File: src/rtl/modport_dma.sv
// Single-channel DMA register block and transfer engine.
// An APB slave (zero wait states) holds the channel configuration. The engine
// counts the programmed byte length down in BEAT_BYTES steps, one per clk,
// and raises DONE/INT when the count is exhausted. No memory-side bus.
module modport_dma #(
  parameter int NUM_CH     = 1,
  parameter int BEAT_BYTES = 4
) (
  input  logic              clk,
  input  logic              reset,
  input  logic              pclken,
  input  logic              psel,
  input  logic              penable,
  input  logic [12:0]       paddr,
  input  logic              pwrite,
  input  logic [31:0]       pwdata,
  output logic [31:0]       prdata,
  output logic              pslverr,
  output logic              pready,
  input  logic              scan_en,
  output logic [NUM_CH-1:0] INT,
  output logic              idle
);

  localparam logic [15:0] BEAT = 16'(BEAT_BYTES);

  typedef enum logic [0:0] {IDLE = 1'b0, RUN = 1'b1} state_t;

  state_t      state;
  state_t      state_next;

  logic [31:0] src;
  logic [31:0] dst;
  logic [15:0] size;
  logic [15:0] remain;
  logic        int_en;
  logic        done;
  logic        err;

  logic        busy;
  logic        acc;
  logic        wr_ok;
  logic        start;
  logic        mapped;
  logic        sel_src, sel_dst, sel_size, sel_ctrl, sel_status, sel_remain;
  logic [31:0] rdata;

  assign busy = (state == RUN);
  assign acc  = pclken & psel & penable;

  assign sel_src    = (paddr == 13'h000);
  assign sel_dst    = (paddr == 13'h004);
  assign sel_size   = (paddr == 13'h008);
  assign sel_ctrl   = (paddr == 13'h00C);
  assign sel_status = (paddr == 13'h010);
  assign sel_remain = (paddr == 13'h014);
  assign mapped     = sel_src | sel_dst | sel_size | sel_ctrl | sel_status | sel_remain;

  // Configuration registers are frozen while the channel runs; REMAIN is
  // read-only. STATUS stays writable so software can always clear flags.
  assign pslverr = acc & (~mapped
                          | (pwrite & sel_remain)
                          | (pwrite & busy & (sel_src | sel_dst | sel_size | sel_ctrl)));
  assign pready  = acc;
  assign wr_ok   = acc & pwrite & ~pslverr;
  assign start   = wr_ok & sel_ctrl & pwdata[0];

  // Read mux: START always reads 0, unused upper bits read 0.
  always_comb begin
    rdata = 32'h0;
    unique case (1'b1)
      sel_src:    rdata = src;
      sel_dst:    rdata = dst;
      sel_size:   rdata = {16'h0, size};
      sel_ctrl:   rdata = {30'h0, int_en, 1'b0};
      sel_status: rdata = {29'h0, err, done, busy};
      sel_remain: rdata = {16'h0, remain};
      default:    rdata = 32'h0;
    endcase
  end

  assign prdata = (acc & ~pwrite & mapped) ? rdata : 32'h0;

  // Engine state register.
  always_ff @(posedge clk) begin
    if (!reset) state <= IDLE;
    else        state <= state_next;
  end

  // Engine next-state: start only with a nonzero length; finish on last beat.
  always_comb begin
    state_next = state;
    unique case (state)
      IDLE:    if (start && size != 16'h0) state_next = RUN;
      RUN:     if (remain <= BEAT)         state_next = IDLE;
      default: state_next = IDLE;
    endcase
  end

  // Register file, status flags and beat counter. The engine's DONE set is
  // applied after the W1C clear so a same-edge set wins.
  always_ff @(posedge clk) begin
    if (!reset) begin
      src    <= 32'h0;
      dst    <= 32'h0;
      size   <= 16'h0;
      remain <= 16'h0;
      int_en <= 1'b0;
      done   <= 1'b0;
      err    <= 1'b0;
    end else begin
      if (wr_ok && sel_src)  src    <= pwdata;
      if (wr_ok && sel_dst)  dst    <= pwdata;
      if (wr_ok && sel_size) size   <= pwdata[15:0];
      if (wr_ok && sel_ctrl) int_en <= pwdata[1];
      if (wr_ok && sel_status) begin
        if (pwdata[1]) done <= 1'b0;
        if (pwdata[2]) err  <= 1'b0;
      end
      if (start) begin
        if (size != 16'h0) begin
          remain <= size;
          done   <= 1'b0;
          err    <= 1'b0;
        end else begin
          err    <= 1'b1;
        end
      end
      if (state == RUN) begin
        if (remain > BEAT) begin
          remain <= remain - BEAT;
        end else begin
          remain <= 16'h0;
          done   <= 1'b1;
        end
      end
    end
  end

  assign idle = ~busy;
  assign INT  = {NUM_CH{int_en & (done | err) & ~scan_en}};

endmodule

File: config.mk
export PLATFORM = sky130hd
export DESIGN_NAME = modport_dma
export DESIGN_NICKNAME = d
export VERILOG_FILES = /design/src/rtl/modport_dma.sv
export SDC_FILE = /design/constraint.sdc
export NUM_CORES = 1
export LEC_CHECK = 0
export ABC_AREA = 1
export CAP_MARGIN = 30
export CORE_ASPECT_RATIO = 1.5
export CORE_MARGIN = 2
export CORE_UTILIZATION = 25
export CTS_CLUSTER_SIZE = 16
export DETAILED_ROUTE_END_ITERATION = 12
export PLACE_DENSITY = 0.46
export SLEW_MARGIN = 30
export SYNTH_ARGS = -nofsm -noshare
export SYNTH_HDL_FRONTEND = slang
export SYNTH_SLANG_ARGS = --single-unit
File: constraint.sdc
create_clock -name clk -period 3.1 [get_ports clk]
set_input_delay 0.62 -clock clk [delete_from_list [all_inputs] [get_ports clk]]
set_output_delay 0.62 -clock clk [all_outputs]
set_load 0.03 [all_outputs]
After elaboration in Yosys (flattened, before gate mapping)
Cells that the tools add are included.
W data, S select, Z words.
- $add $sub $neg: 1
- multipliers: 0
- divide/modulo/power cells: 0
- $lt $le $gt $ge: 2
- equality and inequality tests: 5
- shifts and indexed selects: 0
- multiplexer cells: 19
- bitwise logic cells: 27
- reduce and logical (&&, ||, !) cells: 14
- operators with widths (kind ; number):
    $pmux W32 S6 ; 1
    $mux W16 ; 4
    $mux W32 ; 1
    $eq A13 B4 Y1 const B ; 2
    $eq A13 B5 Y1 const B ; 2
    $gt A16 B3 Y1 const B ; 1
    $le A16 B3 Y1 const B ; 1
    $reduce_bool A16 Y1 ; 1
    $sub A16 B3 Y16 const B ; 1
    $and A1 B1 Y1 ; 14
    $eq A13 B3 Y1 const B ; 1
    $logic_not A13 Y1 ; 1
    $mux W1 ; 12
    $or A1 B1 Y1 ; 8
    $reduce_bool A2 Y1 ; 4
    $logic_and A1 B1 Y1 ; 6
    $not A1 Y1 ; 5
    $reduce_and A2 Y1 ; 2
    $pmux W1 S2 ; 1
- register bits: 100
- latch bits: 0
- RAM bits: 0
- ROM bits: 0
- bits of input ports: 52
- output and inout port bits: 36
- logic and storage cells: 76
- memories: 0

Longest topological paths before layout
Gate-level depths: netlist of the first run.
- depth after elaboration: 18
- mapped depth: 16
- mapped depth without buffers: 15

Worst setup path before layout of the first run
Ideal clock, no wire load.
- path kind: input to output
- from: input paddr[9]
- to: output prdata[25]
- arrival: 2336 ps
- data required time: 2480 ps
- setup slack: 144 ps
- cell stages on the path: 9
- buffers on the path: 1
- path through: or2_4 > nor2_8 > nand2_1 > nor2_1 > inv_2 > nand3_1 > nand3_1 > clkbuf_1 > a21oi_1
- cells in the longest elaborated chain, start to end: 8
- elaborated cells on any way between the ends: 14
- classes of those cells: eq/ne: 5; mux: 2; bitwise: 6; reduce/logical: 1
- RTL lines (element ; line ; RTL):
    start: declaration ; 14 ; input logic [12:0] paddr,
    $eq A13 B3 Y1 or $logic_not A13 Y1 (tied branches) ; 52, 51 ;
    $or A1 B1 Y1 (5 in series) ; 57 ; assign mapped = sel_src | sel_dst | sel_size | sel_ctrl | sel_status | sel_remain;
    $and A1 B1 Y1 ; 82 ; assign prdata = (acc & ~pwrite & mapped) ? rdata : 32'h0;
    $mux W32 (*) ; 82 ;
    end: declaration ; 17 ; output logic [31:0] prdata,
Mark *: on every way between the ends. The rest lies on a longest branch, timed or not.

Worst setup path after layout of the first run
- from: input paddr[12]
- to: output prdata[9]
The elaborated chain is that of the path after synthesis.

==> results of run 1 <==
==> layer usage <==
metal	share of wire (%)	track usage, %
met5	0	0
met1	43	17.8
met2	53	27.2
met4	1.2	3.77
met3	2.9	2.33
==> final timing paths <==
| check | from | to | depth (start not counted) |
|---|---|---|---|
| hold / removal | src[20] | src[20] | 2 |
| hold reg to reg | src[20] | src[20] | 2 |
| setup / recovery | paddr[12] | prdata[9] | 13 |
| setup reg to reg | remain[2] | remain[13] | 9 |
==> power groups by stage <==
stage / clock network (W) / logic [W] / registers [W]
6_report: 0.00113 / 0.000152 / 0.00128
2_1_floorplan: 0 / 0.0000489 / 0.00131
3_3_place_gp: 0 / 0.000152 / 0.00131
4_1_cts: 0.00117 / 0.000152 / 0.00128
5_1_grt: 0.00121 / 0.000167 / 0.00128
3_5_place_dp: 0 / 0.000151 / 0.00131
==> cells by family (layout without fill, tap and decap cells) <==
kind of cell	count (synthesis)	count (layout)
adders and majority gates	2	2
AOI/OAI and AO/OA	251	251
buffers and inverters	158	276
xor gates and xnor gates	11	11
DFF	100	100
and+or+nand+nor	186	186
==> state kept, by name, summed over array words and instances, names as in the netlist <==
name,cells
remain,16
int_en,1
err,1
src,32
dst,32
busy,1
size,16
done,1
==> stage by stage <==
stage / area, µm² / power (W) / cells / util [%] / hold WS (ps)
6_report: 7150 / 0.00256 / 1086 / 36.4 / 444
4_1_cts: 6770 / 0.00260 / 1080 / 34.5 / 447
3_5_place_dp: 6390 / 0.00146 / 1063 / 32.5 / 435
2_1_floorplan: 4960 / 0.00136 / 708 / - / 424
5_1_grt: 7150 / 0.00266 / 1086 / 36.4 / 464
3_3_place_gp: 6390 / 0.00147 / 1063 / 32.5 / 430
==> synth_stat cells (all sizes together), types with 2 or more instances <==
library cell    n
nand4           6
nand2          79
xor2            9
nand3          26
clkbuf         23
a21oi         120
nand3b          3
nor4            4
nor3            3
o21ai          80
inv           113
ha              2
dfxtp         100
a221oi         13
clkinv          2
buf            20
xnor2           2
o22ai          34
nor2           63
==> cell type report <==
class	count	area [µm²]
Fill cell	2085	12500
Multi-Input combinational cell	450	2610
Sequential cell	100	2000
Timing Repair Buffer	145	1490
Inverter	115	432
Tap cell	260	325
Clock buffer	9	225
Clock inverter	7	66.3
==> worst max-delay path: stages <==
cell and delay, ps:
clkdlybuf4s50_1 390, inv_1 60, nand2_2 80, nor2_8 170, buf_6 120, nand2_4 60
nand2_4 90, nor2_4 40, nand3_2 90, nand3_4 150, clkbuf_16 230, nor2_2 160
buf_6 150
==> what timing repair did <==
item	CTS	global route
buffers inserted	1	3
endpoints found under the setup margin	31	32
pin swaps	4	19
cloned	0	3
resized for setup	22	75
==> impl_metrics.toml, run 1 <==
[pwr]
vdd_drop_max_mv = 0.228
clkPwrFrac_pct = 44.0
p_switching_w = 0.000629
cellInternalPower_w = 0.00193
pwr-share-comb_pct = 5.9
p_leak_nw = 2.82
pwr-share-seq_pct = 50.1
swShare_pct = 24.6
power_density_nw_per_um2 = 358

[clock_tree]
clock_latency_ps = 350
path_clk_slew_ps = 70
ctsLongestPathBuffers = 2
cts_tree = "yes"
clock_sinks = 100
cts_buffers = 9
cts_hold_buf = 0
cts_root_buffer = "clkbuf_16"
cts_max_level = 3

[detailed_routing]
drt_iter0_drc = 223
drt_pass1_iterations = 4
drt_drc_violations_left = 0
routed_wl_um = 16300
drtAntennaViolNets = 0
via_per_inst = 4.63
route.vias.total = 5028
wire_per_inst_um = 15.0

[worst_hold_path]
hold_path.class = "register to register"

[floorplan]
io_pins = 88
initial_core_util_pct = 25.3
core-area_um2 = 19600
die_w_um = 119
fp-row-count = 63
dieArea_um2 = 21000
die_h_um = 177

[finish]
nets = 875
syn2layout_area_growth_pct = 44.2
antennaDiodeCount = 0
drive_above_1_share_pct = 21.7
mostFrequentLayoutCells = "inv_1, a21oi_1, dfxtp_1, nand2_1, o21ai_0"

[sta]
finalHoldViolCount = 0
report.final.slew_viol_count = 0
max_freq_mhz = 330
tightest_slew_ps = 599
setup_tns_ps = 0
setup_slack_ps = 69.7
timing.final.crit_period_ps = 3030
slew_headroom_pct = 60.0
period_share_pct = 97.8
clock_skew_ps = 13.1
finalSetupViolations = 0

[global_routing]
grt_antenna_before_repair = 0
gr-total-overflow = 0
grt_pass1_wl_um = 24600
grt_usage_pct = 14.8
grt_max_degree = 47
first_global_vias = 4654

[synth]
synth_top_family_by_area = "compound AO/OA/AOI/OAI gates"
synth-seq-area-share_pct = 40.4
syn_inst = 708
synthesis.area_um2 = 4960
async_reset_ff_share_pct = 0
ys_ff_latch = 100
synth_ff_type = "dfxtp_1"
synth_area_per_cell_um2 = 7.01
synth_largest_area_cell = "dfxtp_1"
synth_cell_types = 38
synth_top_cell_area_share_pct = 40.4
yosys.area_share.simple_pct = 17.3
synth_enable_flop_cells = 0
synth_mux_area_share_pct = 0
synth_fa_ha_area_share_pct = 0.505
synth.top_cells.by_area = "dfxtp_1, a21oi_1, inv_1"
synthXorXnorAreaFrac_pct = 1.94
syn_nets = 762
synth_compound_area_share_pct = 27.4
yosysWarningCount = 0

[place]
place.gp.congestion = 0.823
place_hpwl_um = 11400
place_ws_ps = -133
io_buffers = 87

[critical_path]
crit_type = "input pin to output pin"
required_ps = 2480
rrSetupSlack_ps = 1120
cp_max_fo = 8
cp.arrival_ps = 2410
worstSetupEndpointType = "output pin"
start_kind = "input pin"

[run_status]
status = "completed"

[flow_run]
max_cap_violations = 0
Note: power is estimated with default switching activity, not from simulation.
==> run 2, diff against run 1 <==
Settings changed: CELL_PAD_IN_SITES_DETAIL_PLACEMENT set to 2, CELL_PAD_IN_SITES_GLOBAL_PLACEMENT set to 2, GPL_ROUTABILITY_DRIVEN set to 0, PLACE_DENSITY 0.46 to 0.72.
==> run 2 against run 1 <==
Critical path depth stayed put. Register-to-register slack worse by 40 ps. Flip-flop and latch count stayed put. Critical endpoint is now prdata[7].
==> impl_metrics.toml, run 2 (synthesis results as in run 1) <==
[floorplan]
fp-row-count = 63
io_pins = 88
initial_core_util_pct = 25.3
die_w_um = 119
core-area_um2 = 19600
dieArea_um2 = 21000
die_h_um = 177

[sta]
finalSetupViolations = 0
setup_slack_ps = 111
finalHoldViolCount = 0
timing.final.crit_period_ps = 2990
max_freq_mhz = 335
report.final.slew_viol_count = 0
clock_skew_ps = 8.23
setup_tns_ps = 0
tightest_slew_ps = 603
period_share_pct = 96.4
slew_headroom_pct = 59.8

[finish]
drive_above_1_share_pct = 22.4
antennaDiodeCount = 0
final_area_um2 = 7290
nets = 869
mostFrequentLayoutCells = "inv_1, a21oi_1, dfxtp_1, nand2_1, o21ai_0"
largest_registers = "dst x32, src x32"
syn2layout_area_growth_pct = 47.0
final_common_cell = "inv_1"

[global_routing]
grt_usage_pct = 19.0
grt_antenna_before_repair = 0
gr-total-overflow = 0
grt_pass1_wl_um = 31600
first_global_vias = 6035
grt_max_degree = 51

[detailed_routing]
route.vias.total = 5333
drt_iter0_drc = 256
drt_drc_violations_left = 0
wire_per_inst_um = 18.6
via_per_inst = 4.94
drt_pass1_iterations = 4
routed_wl_um = 20100
drtAntennaViolNets = 0

[clock_tree]
ctsLongestPathBuffers = 2
clock_sinks = 100
clock_latency_ps = 350
cts_hold_buf = 0
cts_buffers = 9
cts_tree = "yes"
cts_root_buffer = "clkbuf_16"
path_clk_slew_ps = 60
cts_max_level = 3

[critical_path]
worstSetupEndpointType = "output pin"
cp_slowest_stage_delay_ps = 270
r2r_start = "remain[2]"
cp_top_family = "simple AND/OR/NAND/NOR gates"
startpoint = "paddr[2]"
cp.arrival_ps = 2370
required_ps = 2480
cp_cell_sequence = "dlygate4sd2_1, inv_2, nor2_1, nand2_2, nor2_4, nand2_8, nand2_4, nor2_4, nand3_4, nand3_4, buf_12, nor2_2, buf_6"
slowest_stage = "dlygate4sd2_1"
start_kind = "input pin"
crit_type = "input pin to output pin"
cp_max_fo = 7
crit_cells = 13
reg2reg_depth = 9
cp_num_buf_inv = 4

[flow_run]
max_cap_violations = 0

[pwr]
p_leak_nw = 2.79
vdd_drop_max_mv = 0.206
power_density_nw_per_um2 = 357

[place]
place_ws_ps = -221
place_hpwl_um = 14300
dpl_cell_area_um2 = 6380
io_buffers = 87

[worst_hold_path]
whs_path_depth = 2
hold_start = "dst[17]"
hold_path.class = "register to register"

[run_status]
status = "completed"
[run 2: cell types whose count changed in the layout (fill, tap and decap cells not counted), moves of 3 or more]
cell	previous run	this run
inv_6	3	0
a21oi_2	8	12
buf_4	59	49
a21oi_1	108	102
nor2_4	8	11
buf_12	10	15
nand2_1	67	64
[run 2: path summary, 6_finish.rpt]
| check | endpoint | slack (ps) |
|---|---|---|
| setup / recovery | prdata[7] | 110 |
| hold / removal | dst[17] | 450 |
| setup reg to reg | remain[13] | 1080 |
| hold reg to reg | dst[17] | 450 |
[run 2: worst register-to-register path: cells and delay by family (launching register included)]
family | cells | cell delay [ps]
flip-flops | 1 | 360
buffers and inverters | 2 | 220
AO/OA/AOI/OAI | 2 | 530
AND/OR/NAND/NOR | 4 | 580
adder cells (fa/ha/maj) | 1 | 260
[run 2: final cells by class]
class	instances	area, µm²
Inverter	115	435
Clock inverter	6	65.1
Fill cell	2222	12300
Tap cell	260	325
Multi-Input combinational cell	450	2730
Sequential cell	100	2000
Timing Repair Buffer	139	1500
Clock buffer	10	229
[run 2: through the flow]
stage	std cells	hold WS [ps]	power [W]	util [%]
6_report	1080	448	0.00260	37.1
5_1_grt	1080	474	0.00271	37.1
4_1_cts	1075	451	0.00264	35.9
3_5_place_dp	1055	439	0.00147	32.5
3_3_place_gp	1055	431	0.00146	32.5
2_1_floorplan	708	424	0.00136	-
[run 2: metal layers]
metal	track usage, %	wire (µm)
met5	0	0
met4	6.35	345
met3	2.65	559
met2	36.2	11000
met1	21.5	8200
[run 2: power breakdown]
part	leakage [nW]	switching (W)	total, W	internal, W
logic	1.84	0.0000851	0.000166	0.0000812
registers	0.805	0.00000000000941	0.00128	0.00128
clock network	0.142	0.000524	0.00115	0.000627
[run 2: what timing repair did]
| action | CTS | global route |
|---|---|---|
| buffers inserted | 3 | 4 |
| cloned | 1 | 1 |
| resized for setup | 79 | 46 |
| setup endpoints to repair | 32 | 32 |
| pin swaps | 5 | 8 |
